**src/rtl/seg7_pkg.sv**
```systemverilog
// Shared definitions for the seven-segment scan decoder: glyph encodings
// (abcdefg, 1 = lit), scan FSM states and digit count.
package seg7_pkg;

  localparam int NUM_DIGITS = 8;

  localparam logic [6:0] SEG_0 = 7'b1111110;
  localparam logic [6:0] SEG_1 = 7'b0110000;
  localparam logic [6:0] SEG_2 = 7'b1101101;
  localparam logic [6:0] SEG_3 = 7'b1111001;
  localparam logic [6:0] SEG_4 = 7'b0110011;
  localparam logic [6:0] SEG_5 = 7'b1011011;
  localparam logic [6:0] SEG_6 = 7'b1011111;
  localparam logic [6:0] SEG_7 = 7'b1110000;
  localparam logic [6:0] SEG_8 = 7'b1111111;
  localparam logic [6:0] SEG_9 = 7'b1111011;
  localparam logic [6:0] SEG_A = 7'b1110111;
  localparam logic [6:0] SEG_B = 7'b0011111;
  localparam logic [6:0] SEG_C = 7'b1001110;
  localparam logic [6:0] SEG_D = 7'b0111101;
  localparam logic [6:0] SEG_E = 7'b1001111;
  localparam logic [6:0] SEG_F = 7'b1000111;

  typedef enum logic [1:0] {IDLE, SETTLING, CAPTURED} scan_state_t;

endpackage

```
**src/rtl/seg7_glyph_decode.sv**
```systemverilog
// Combinational inverse of the hex glyph encoder: seg (abcdefg, 1 = lit) ->
// legal glyph flag, all-dark flag and the hex value.
module seg7_glyph_decode
  import seg7_pkg::*;
(
  input  logic [6:0] seg,
  output logic       legal,
  output logic       blank,
  output logic [3:0] value
);

  always_comb begin
    legal = 1'b1;
    blank = 1'b0;
    value = 4'h0;
    case (seg)
      SEG_0:   value = 4'h0;
      SEG_1:   value = 4'h1;
      SEG_2:   value = 4'h2;
      SEG_3:   value = 4'h3;
      SEG_4:   value = 4'h4;
      SEG_5:   value = 4'h5;
      SEG_6:   value = 4'h6;
      SEG_7:   value = 4'h7;
      SEG_8:   value = 4'h8;
      SEG_9:   value = 4'h9;
      SEG_A:   value = 4'hA;
      SEG_B:   value = 4'hB;
      SEG_C:   value = 4'hC;
      SEG_D:   value = 4'hD;
      SEG_E:   value = 4'hE;
      SEG_F:   value = 4'hF;
      7'b0000000: begin
        legal = 1'b0;
        blank = 1'b1;
      end
      default: legal = 1'b0;
    endcase
  end

endmodule

```
**src/rtl/seg7_scan_decoder.sv**
```systemverilog
// Watches a multiplexed 7-segment display and recovers the digit shown on each
// anode; one capture per dwell once the {anode, segments} key has been stable.
module seg7_scan_decoder
  import seg7_pkg::*;
#(
  parameter int SETTLE_CYCLES = 4,
  parameter bit ACTIVE_LOW    = 1'b1
) (
  input  logic        clk,
  input  logic        rst,
  input  logic        seg_a,
  input  logic        seg_b,
  input  logic        seg_c,
  input  logic        seg_d,
  input  logic        seg_e,
  input  logic        seg_f,
  input  logic        seg_g,
  input  logic        an_0,
  input  logic        an_1,
  input  logic        an_2,
  input  logic        an_3,
  input  logic        an_4,
  input  logic        an_5,
  input  logic        an_6,
  input  logic        an_7,
  output logic [31:0] digits,
  output logic [7:0]  digit_valid,
  output logic        frame_done,
  output logic        pattern_err,
  output logic        multi_an_err
);

  localparam int CW = (SETTLE_CYCLES < 2) ? 1 : $clog2(SETTLE_CYCLES + 1);

  logic [7:0]  raw_an;
  logic [6:0]  raw_seg;
  logic [7:0]  an;
  logic [6:0]  seg;
  logic [2:0]  idx;
  logic        onehot;
  logic        multi;
  logic [2:0]  key_idx;
  logic [6:0]  key_seg;
  logic [CW-1:0] cnt;
  scan_state_t state;
  logic        same_key;
  logic        start;
  logic        capture;
  logic [7:0]  seen;
  logic [7:0]  seen_next;
  logic        legal;
  logic        blank;
  logic [3:0]  value;

  assign raw_an  = {an_7, an_6, an_5, an_4, an_3, an_2, an_1, an_0};
  assign raw_seg = {seg_a, seg_b, seg_c, seg_d, seg_e, seg_f, seg_g};

  // Input stage: normalise to 1 = asserted, and break the path from the pins.
  always_ff @(posedge clk) begin
    if (rst) begin
      an  <= '0;
      seg <= '0;
    end else begin
      an  <= ACTIVE_LOW ? ~raw_an  : raw_an;
      seg <= ACTIVE_LOW ? ~raw_seg : raw_seg;
    end
  end

  always_comb begin
    idx = '0;
    for (int i = 0; i < NUM_DIGITS; i++) begin
      if (an[i]) idx = 3'(i);
    end
  end

  assign onehot   = (an != 8'h00) && ((an & (an - 8'd1)) == 8'h00);
  assign multi    = (an != 8'h00) && !onehot;
  assign same_key = onehot && (idx == key_idx) && (seg == key_seg);
  assign start    = onehot && ((state == IDLE) || !same_key);
  // A one-cycle settle window captures on the very first cycle of a dwell.
  assign capture  = (start && (SETTLE_CYCLES == 1)) ||
                    ((state == SETTLING) && same_key && (cnt == CW'(SETTLE_CYCLES - 1)));
  assign seen_next = seen | (8'b1 << idx);

  seg7_glyph_decode u_decode (
    .seg   (seg),
    .legal (legal),
    .blank (blank),
    .value (value)
  );

  always_ff @(posedge clk) begin
    if (rst) begin
      state   <= IDLE;
      cnt     <= '0;
      key_idx <= '0;
      key_seg <= '0;
    end else if (!onehot) begin
      state <= IDLE;
      cnt   <= '0;
    end else if (start) begin
      key_idx <= idx;
      key_seg <= seg;
      cnt     <= CW'(1);
      state   <= (SETTLE_CYCLES == 1) ? CAPTURED : SETTLING;
    end else if (state == SETTLING) begin
      cnt <= cnt + 1'b1;
      if (capture) state <= CAPTURED;
    end
  end

  always_ff @(posedge clk) begin
    if (rst) begin
      digits       <= '0;
      digit_valid  <= '0;
      seen         <= '0;
      frame_done   <= 1'b0;
      pattern_err  <= 1'b0;
      multi_an_err <= 1'b0;
    end else begin
      frame_done   <= 1'b0;
      pattern_err  <= 1'b0;
      multi_an_err <= multi;
      if (capture) begin
        if (legal) begin
          digits[{idx, 2'b00} +: 4] <= value;
          digit_valid[idx]          <= 1'b1;
        end else begin
          digit_valid[idx] <= 1'b0;
          pattern_err      <= !blank;
        end
        if (seen_next == 8'hFF) begin
          frame_done <= 1'b1;
          seen       <= '0;
        end else begin
          seen <= seen_next;
        end
      end
    end
  end

endmodule

```
**config.mk**
```make
export PLATFORM = sky130hd
export DESIGN_NAME = seg7_scan_decoder
export DESIGN_NICKNAME = d
export VERILOG_FILES = /design/src/rtl/seg7_pkg.sv /design/src/rtl/seg7_glyph_decode.sv /design/src/rtl/seg7_scan_decoder.sv
export SDC_FILE = /design/constraint.sdc
export NUM_CORES = 1
export LEC_CHECK = 0
export ABC_AREA = 1
export ABC_CLOCK_PERIOD_IN_PS = 3200
export CAP_MARGIN = 20
export CELL_PAD_IN_SITES_DETAIL_PLACEMENT = 1
export CELL_PAD_IN_SITES_GLOBAL_PLACEMENT = 2
export CORE_AREA = 2 2 126 128
export CTS_CLUSTER_DIAMETER = 60
export DETAILED_ROUTE_END_ITERATION = 7
export DIE_AREA = 0 0 128 130
export HOLD_SLACK_MARGIN = 0.1
export PLACE_DENSITY = 0.81
export REMOVE_ABC_BUFFERS = 1
export SYNTH_ARGS = -nofsm -noshare
export SYNTH_HDL_FRONTEND = slang
export SYNTH_SLANG_ARGS = --single-unit
```
**constraint.sdc**
```tcl
create_clock -name clk -period 3.2 [get_ports clk]
set_input_delay 0.64 -clock clk [delete_from_list [all_inputs] [get_ports clk]]
set_output_delay 0.64 -clock clk [all_outputs]
set_load 0.005 [all_outputs]
```
Word-level counts from Yosys, hierarchy flattened

Index checks and enable logic that the tools add are counted.

Register bits after elaboration: 81
Output and inout port bits: 43

Add/subtract/negate cells: 3
Order comparisons: 2
Eq/ne operators: 21
Shift-type cells: 3
Mux-type cells: 21
Bitwise gates (word level): 9
Reduce and logical (&&, ||, !) cells: 27

Operator list:

| operator               | number |
|---|---|
| $eq 7x7->1 const B     | 12 |
| $pmux 4 s15            | 1 |
| $bwmux 32              | 1 |
| $shift 4x7->32 const A | 1 |
| $shiftx 4x7->32        | 1 |
| $eq 7x6->1 const B     | 3 |
| $mux 3                 | 6 |
| $and 8x8->8            | 2 |
| $mux 8                 | 2 |
| $not 8->8              | 2 |
| $or 8x8->8             | 2 |
| $reduce_or 16->1       | 1 |
| $mux 1                 | 10 |
| $eq 8x8->1 const B     | 1 |
| $logic_and 1x1->1      | 8 |
| $logic_not 8->1        | 1 |
| $reduce_and 2->1       | 4 |
| $reduce_bool 8->1      | 1 |
| $shl 1x3->8 const A    | 1 |
| $sub 8x1->8 const B    | 1 |
| $eq 7x5->1 const B     | 1 |
| $eq 7x7->1             | 1 |
| $logic_not 7->1        | 1 |
| $neg 5->7              | 1 |
| 15 further kinds       | 21 |

Longest topological paths before layout

Gate-level depths: netlist (run 1).

Depth in word-level cells: 15
Gate-level depth with buffers: 18
Depth with buffers taken out: 17

By module

From an unflattened synthesis (run 1), not the netlist that was laid out.

Cell total of the unflattened synthesis: 681
Area, all modules: 4355.4 um2

By module, submodules not included:

| module            | instances | cells each | area an instance (um2) |
|---|---|---|---|
| seg7_scan_decoder | 1         | 596        | 3976.3 |
| seg7_glyph_decode | 1         | 85         | 379.1 |

Worst setup path after synthesis (run 1)

No wires, ideal clock.

Path type: register to register
Start: register an[2]
End: register digits[16]
Setup time: 114 ps
Arrival time: 2280 ps
Required time: 3086 ps
Slack: 806 ps
Cell stages (with the launch flop): 15
Path buffers: 2
Cell sequence: dfxtp_1 inv_2 nand2_1 nand2_1 nand2_1 nand2_1 nand2_1 buf_2 ha_1 clkbuf_1 inv_1 nor4_1 nand4_4 nor2_1 nor2_1

Longest elaborated chain between the ends: 12
Elaborated cells between the ends (all ways): 21

RTL lines:

| what                                                               | RTL line                 | RTL |
|---|---|---|
| start, declared                                                    | seg7_scan_decoder.sv:37  | `logic [7:0] an;` |
| start signal, assigned                                             | seg7_scan_decoder.sv:64  | `an <= ACTIVE_LOW ? ~raw_an : raw_an;` |
| parallel branches: the longest is 12 deep, another holds $neg 5->7 | --                       |  |
| end signal, assigned by index                                      | seg7_scan_decoder.sv:126 | `digits[{idx, 2'b00} +: 4] <= value;` |
| end, declared                                                      | seg7_scan_decoder.sv:26  | `output logic [31:0] digits,` |

Several ways; the timed one is not identified.
A chain may end at the register's enable or synchronous reset.

Worst setup path after layout (run 1)

Start: register an[2]
End: register seen[0]

Longest elaborated chain between the ends: 11
Elaborated cells between the ends (all ways): 20

RTL lines:

| what                                                                 | RTL line                 | RTL |
|---|---|---|
| parallel branches: the longest is 11 deep, another holds $shl 1x3->8 | --                       |  |
| end signal, assigned                                                 | seg7_scan_decoder.sv:136 | `seen <= seen_next;` |
| end, declared                                                        | seg7_scan_decoder.sv:49  | `logic [7:0] seen;` |

Several ways; the timed one is not identified.

==> results by group, run 1 <==
Clock network
  – Later-pin clock latency in the skew report: 340 ps
  – Clock-pin transition on the worst setup and hold timing paths: 60 ps
  – CTS Root Cell: clkbuf_16
  – Clock tree buffer depth: 2
  – Num CTS Buffers: 9
  – H-tree levels: 3
  – TritonCTS clock tree: done
  – Post-CTS setup buffer count: 0
  – TritonCTS Sinks: 81

Final layout
  – Final Instance Area: 0.00550 sq mm
  – Fraction of layout cells with a size suffix above 1: 0.0954
  – Fin nets: 744
  – # diodes: 0
  – Fill count: 1958
  – Layout area overhead: 23.2%
  – Final std cells w/o fill: 915
  – Area taken by multi-input logic gates: 0.00232 sq mm
  – Area taken by flip-flops and latches: 0.00162 sq mm

STA
  – Slew Limit Headroom: 0.605
  – Setup violations, final: 0
  – Max-slew violations: 0
  – Fin crit period: 2710 ps
  – RSZ-0062 raised after global routing: no
  – Fmax: 0.369 GHz
  – Final Hold Viols: 0
  – Final period utilization: 0.847
  – Post-Route Setup TNS: 0 ps
  – Clock skew: 6.42 ps
  – Worst-margin pin slew: 588 ps

Floorplanning
  – Starting Density: 0.290
  – Core Area: 0.0154 sq mm
  – DIE WIDTH: 128 um
  – # IOs: 60
  – Die area: 0.0166 sq mm
  – Die extent in y: 130 um
  – FP Rows: 46

Yosys
  – Cell accounting for the most synthesized area: dfxtp_1
  – Seq cells post-synth: 81
  – Syn. warnings: 0
  – Synth cell types: 37
  – Cell count after synthesis: 668
  – Main synth FF type: dfxtp_1
  – Top-area cell type share of the netlist area: 0.363
  – Number of flops mapped to enable cells by yosys: 0
  – Ys async rst share: 0
  – Synth area leaders: dfxtp_1 36%, nand2_1 13%, nor2_1 11%, inv_1 7.6%, nand3_1 3.1%
  – Avg Synthesized Cell Area: 6.68 sq um
  – Synth Cell Area: 0.00447 sq mm
  – Seq/Total Area, Yosys: 0.363

Critical path
  – Arrival @ worst endpoint: 2930 ps
  – Type of origin of the critical path: flop
  – CP max-delay cell: a21oi_2
  – CP Class: flop to flop
  – Critical path's largest stage delay: 460 ps
  – Crit path required time: 3420 ps
  – CP endpoint kind: flop
  – Top cell by count, worst path: nand2_1
  – Max FO, Critical Path: 11
  – Worst path cell trace: inv_2 > nand2_1 > nand2_1 > nand2_1 > a21oi_2 > ha_1 > inv_1 > o21ai_0 > nand2_1 > nor2_1 > nand2_1 > inv_1 > o21ai_0 > o21ai_0 > nor2_1

Power and ir drop
  – Pwr Total: 2.52 mW
  – Pwr/cell area: 457 mW/mm^2
  – Cell leakage power: 2.51 nW
  – Maximum vdd drop: 256 uV

Drt
  – Vias: 4313
  – Detail Route Antenna Nets: 0
  – TritonRoute pass-1 iters: 4
  – Post-DR vias/cell: 4.71
  – Final WL: 12.9 mm
  – Wire per inst: 14.1 um
  – Remaining DRCs: 0
  – Iter 0 DRT Violations: 168

Global routing
  – Vias in the first global route: 4552
  – Global-route wire length before repair: 22.0 mm
  – Largest net degree at the start of global routing: 32
  – Overflow after GRT: 0
  – Gr usage total: 0.167
  – Initial antenna violation count: 0

Min path
  – HP Class: flop to flop

Placed design
  – Hpwl dp: 9.86 mm
  – # port buffers: 59
  – Instance area after placement: 0.00518 sq mm
  – Placed Cells: 900
  – GP Congestion: 0.903

Run status
  – Status: finished clean

Flow run
  – Max_cap viols: 0
-- Yosys cell counts (8+ instances only) --
library cell	n
nand2_1	155
nor2_1	134
inv_1	91
dfxtp_1	81
nand3_1	28
o21ai_0	28
nand4_1	20
a21oi_1	17
nor2_2	11
inv_2	9
clkbuf_1	8
ha_1	8
-- cell usage in the layout (no fill, tap or decap), drive strengths merged, types with 3 or more instances in the layout --
| cell type | synthesis | routed |
|---|---|---|
| buf | 15 | 4 |
| clkdlybuf4s50 | 0 | 59 |
| o21ai | 33 | 33 |
| clkinv | 2 | 3 |
| inv | 100 | 100 |
| nor3 | 10 | 10 |
| a31oi | 5 | 5 |
| nand2 | 159 | 159 |
| clkbuf | 8 | 12 |
| dfxtp | 81 | 81 |
| nand3 | 33 | 33 |
| nor2 | 152 | 152 |
| a211oi | 5 | 5 |
| nor4 | 3 | 3 |
| ha | 8 | 8 |
| a21oi | 20 | 20 |
| nand4 | 26 | 26 |
-- worst paths after layout --
kind | start | end | slack [ps] | cells past startpoint
worst max-delay path | an[2] | seen[0] | 490 | 15
worst min-delay path | seen[3] | seen[3] | 460 | 2
worst max register to register | an[2] | seen[0] | 490 | 15
worst min register to register | seen[3] | seen[3] | 460 | 2
-- power by group --
part	internal (mW)	switching [mW]
Clock	0.700	0.421
Combinational	0.0983	0.230
Sequential	1.04	0.0307
-- per-layer routing --
layer  share of wire  vias to the layer above  wire length [um]  track usage
met3           0.031                       21               397       0.0279
met2            0.50                       67              6460        0.297
met4           0.022                        0               284       0.0659
met5               0                        -                 0            0
li1                -                     2185                 -            -
met1            0.45                     2040              5800        0.203
-- metrics by stage --
stage / hold slack, ps / setup slack [ps] / util
floorplan: 427 / 829 / -
global placement: 442 / 470 / 0.336
detailed placement: 452 / 261 / 0.336
CTS: 463 / 228 / 0.356
global route: 492 / 71.2 / 0.357
finish: 465 / 490 / 0.357
-- area by class of cell --
| type | count | area share |
|---|---|---|
| Clock buffer | 12 | 0.0448 |
| Tap cell | 192 | 0.0437 |
| Clock inverter | 3 | 0.0118 |
| Inverter | 102 | 0.0696 |
| Timing Repair Buffer | 63 | 0.113 |
| Sequential cell | 81 | 0.295 |
| Multi-Input combinational cell | 462 | 0.423 |
-- kinds of logic after synthesis --
kind of cell,synth area share
adders and majority gates,0.0224
xor gates and xnor gates,0.00392
and+or+nand+nor,0.412
buffers and inverters,0.118
AOI/OAI and AO/OA,0.0807
DFF,0.363
-- state kept, by name, summed over array words and instances, names as in the netlist, named ones only --
signal        count
multi_an_err      1
key_idx           3
frame_done        1
seen              8
an                8
seg               7
pattern_err       1
key_seg           7
state             2
digits           32
cnt               3
-- repair_timing --
item                       in CTS  in global routing
hold buffers                    0                  0
resized for setup               0                  2
setup endpoints to repair       0                  6
-- worst max-delay path: cells and delay by family, from the launching register on --
family,cells,cell delay [ps]
fa+ha+maj,1,420
buf+inv,3,330
flops,1,340
simple gates,7,590
compound gates,4,900
Note: power is estimated with default switching activity, not from simulation.
==> inputs of run 2 (changes only) <==
--- a/config.mk
+++ b/config.mk
@@ -6,16 +6,16 @@
 export NUM_CORES = 1
 export LEC_CHECK = 0
 export ABC_AREA = 1
-export ABC_CLOCK_PERIOD_IN_PS = 3200
+export ABC_CLOCK_PERIOD_IN_PS = 2200
 export CAP_MARGIN = 20
 export CELL_PAD_IN_SITES_DETAIL_PLACEMENT = 1
 export CELL_PAD_IN_SITES_GLOBAL_PLACEMENT = 2
-export CORE_AREA = 2 2 126 128
+export CORE_AREA = 2 2 132 134
 export CTS_CLUSTER_DIAMETER = 60
 export DETAILED_ROUTE_END_ITERATION = 7
-export DIE_AREA = 0 0 128 130
+export DIE_AREA = 0 0 134 136
 export HOLD_SLACK_MARGIN = 0.1
-export PLACE_DENSITY = 0.81
+export PLACE_DENSITY = 0.77
 export REMOVE_ABC_BUFFERS = 1
 export SYNTH_ARGS = -nofsm -noshare
 export SYNTH_HDL_FRONTEND = slang
==> constraint.sdc (replaced) <==
create_clock -name clk -period 2.2 [get_ports clk]
set_input_delay 0.44 -clock clk [delete_from_list [all_inputs] [get_ports clk]]
set_output_delay 0.44 -clock clk [all_outputs]
set_load 0.005 [all_outputs]
==> results by group, run 2 (synthesis results as in run 1) <==
Floorplanning
  – Die extent in y: 136 um (+4.6%)
  – # IOs: 60 (unchanged)
  – Die area: 0.0182 sq mm (+9.5%)
  – FP Rows: 48 (+4.3%)
  – Starting Density: 0.265 (-0.0249)
  – Core Area: 0.0169 sq mm (+9.4%)
  – DIE WIDTH: 134 um (+4.7%)

STA
  – RSZ-0062 raised after global routing: yes
  – Setup violations, final: 0 (unchanged)
  – Clock skew: 8.70 ps (+2.29 ps)
  – Fin crit period: 2150 ps (-562 ps)
  – Fmax: 0.466 GHz (+26%)
  – Final Worst Setup Slack: 52.1 ps (-438 ps)
  – Final period utilization: 0.976 (+0.130)
  – Max-slew violations: 0 (unchanged)
  – Slew Limit Headroom: 0.740 (+0.135)
  – Worst-margin pin slew: 390 ps (-199 ps)
  – Final Hold Viols: 0 (unchanged)

Critical path
  – Worst R2R End: digits[26]
  – Type of origin of the critical path: flop
  – Crit path required time: 2490 ps (-930 ps)
  – CP endpoint kind: flop
  – Arrival @ worst endpoint: 2430 ps (-500 ps)
  – Reg2reg start: an[2]
  – Reg2reg setup slack: 50 ps (-440 ps)
  – CP Class: flop to flop
  – Crit path launch: an[2]
  – Max FO, Critical Path: 6 (-5)
  – Reg2reg path depth: 14 (-1)

Final layout
  – Fraction of layout cells with a size suffix above 1: 0.268 (+0.173)
  – # diodes: 0 (unchanged)
  – Final Instance Area: 0.00652 sq mm (+19%)
  – Fin nets: 821 (+10%)
  – Top flop regs: digits (32), an (8), seen (8)
  – Layout area overhead: 46.1%
  – Biggest register: digits
  – Number of flip-flops in the largest register: 32 (unchanged)
  – Most frequent cells in the layout: 141 x nand2_1, 123 x nor2_1, 83 x inv_1, 71 x dfxtp_1, 68 x buf_4
  – Most common cell after layout, fill and taps aside: nand2_1
  – Post-layout util: 0.386 (+0.0298)
  – Fill count: 2077 (+6.1%)

Placed design
  – Place WS: -225 ps (-486 ps)
  – Hpwl dp: 10.8 mm (+10%)
  – # port buffers: 59 (unchanged)
  – GP Congestion: 0.861 (-4.7%)
  – Instance area after placement: 0.00572 sq mm (+10%)

Drt
  – Final WL: 14.3 mm (+11%)
  – Wl on met1: 6.55 mm (+13%)
  – WL met3: 404 um (+1.8%)
  – WL met2: 7.21 mm (+12%)
  – TritonRoute pass-1 iters: 4 (unchanged)
  – Top Metal Used: met4
  – Detail Route Antenna Nets: 0 (unchanged)
  – Iter 0 DRT Violations: 198 (+18%)
  – Remaining DRCs: 0 (unchanged)
  – Wire per inst: 14.0 um (-1.1%)
  – Vias: 4619 (+7.1%)
  – Post-DR vias/cell: 4.50 (-4.5%)

Clock network
  – TritonCTS clock tree: done
  – H-tree levels: 3 (unchanged)
  – Clock-pin transition on the worst setup and hold timing paths: 60 ps (about the same)
  – Later-pin clock latency in the skew report: 350 ps (about the same)
  – CTS Root Cell: clkbuf_16
  – Num CTS Buffers: 9 (unchanged)
  – Clock tree buffer depth: 2 (unchanged)
  – TritonCTS Sinks: 81 (unchanged)

Global routing
  – Initial antenna violation count: 0 (unchanged)
  – Vias in the first global route: 4768 (+4.7%)
  – Global-route wire length before repair: 22.9 mm (+4.4%)
  – Overflow after GRT: 0 (unchanged)
  – Largest net degree at the start of global routing: 32 (unchanged)
  – Gr usage total: 0.159 (-0.00831)

Power and ir drop
  – Sequential power share: 0.392 (-0.032)
  – Combinational share of power: 0.185 (+0.055)
  – Cell internal pwr: 2.84 mW (+55%)
  – Maximum vdd drop: 350 uV (+37%)
  – Clock power share: 0.422 (-0.023)
  – Sw Share: 0.282 (+0.0116)
  – Cell leakage power: 2.95 nW (+17%)
  – Pwr/cell area: 607 mW/mm^2 (+33%)
  – Net Sw Power: 1.12 mW (+64%)

Flow run
  – Max_cap viols: 0 (unchanged)

Min path
  – HP Start: digits[29]
  – HP Class: flop to flop
  – Hold endpoint: digits[29]
  – Hold Path Stages: 2 (unchanged)

Run status
  – Status: finished clean
==> run 2: cell types whose count changed in the layout (fill, tap and decap cells not counted), moves of 10 or more <==
| cell | change |
|---|---|
| buf_4 | +64 |
| nand2_2 | +11 |
| dfxtp_1 | -10 |
| nor2_1 | -11 |
| nand2_1 | -13 |
==> run 2: routing by layer <==
layer / vias up / global-route usage
met1: 2212 / 0.192
li1: 2347 / -
met2: 51 / 0.286
met3: 9 / 0.0265
met5: - / 0
met4: 0 / 0.0520
==> run 2: worst max-delay path by stage <==
stage,to,cells after the start,slack (ps)
2_1_floorplan,seen[0],15,-170
4_1_cts,seen[5],9,1
3_3_place_gp,digits[16],11,-180
6_report,digits[26],14,50
3_5_place_dp,digits[19],11,-230
5_1_grt,digits[1],13,-110
==> run 2: stage by stage <==
| step | setup TNS, ps | power, mW | hold slack [ps] | cells |
|---|---|---|---|---|
| floorplan | -2150 | 1.90 | 427 | 645 |
| global placement | -959 | 2.17 | 445 | 993 |
| detailed placement | -2080 | 2.19 | 458 | 993 |
| CTS | 0 | 3.91 | 474 | 1009 |
| global route | -1700 | 4.13 | 499 | 1026 |
| finish | 0 | 3.96 | 474 | 1026 |
==> run 2: area by class of cell <==
type                       instances  area, sq um  area share
clock inverter                     5         78.8      0.0121
inverter                         102          388      0.0595
sequential                        81         1640       0.251
clock buffer                      11          243      0.0372
timing repair buffer             140         1300       0.199
multi-input combinational        462         2590       0.397
tap                              225          282      0.0432
==> run 2: critical path, stage by stage (launching register included) <==
cell,delay [ps]
dfxtp_4,340
inv_2,50
nand2_1,40
nand2_1,60
nand2_2,60
nand2_2,90
nand2_4,60
ha_4,180
ha_4,300
clkinvlp_4,180
nor3_1,320
nand3_1,170
nand2_1,90
nand2_1,50
nor2_1,100
==> run 2: power by group through the flow <==
stage                     Sequential, mW  Combinational [mW]  Clock, mW
after floorplan                     1.57               0.325          0
after CTS                           1.55               0.650       1.71
after global placement              1.58               0.595          0
after global routing                1.56               0.808       1.76
final                               1.55               0.733       1.67
after detailed placement            1.58               0.611          0
==> run 2: what timing repair did <==
action                     in CTS  in global routing
hold buffers                    0                  0
setup buffers                   0                 17
setup endpoints to repair      24                 58
resized for setup              21                 76
pin swaps                       4                 26
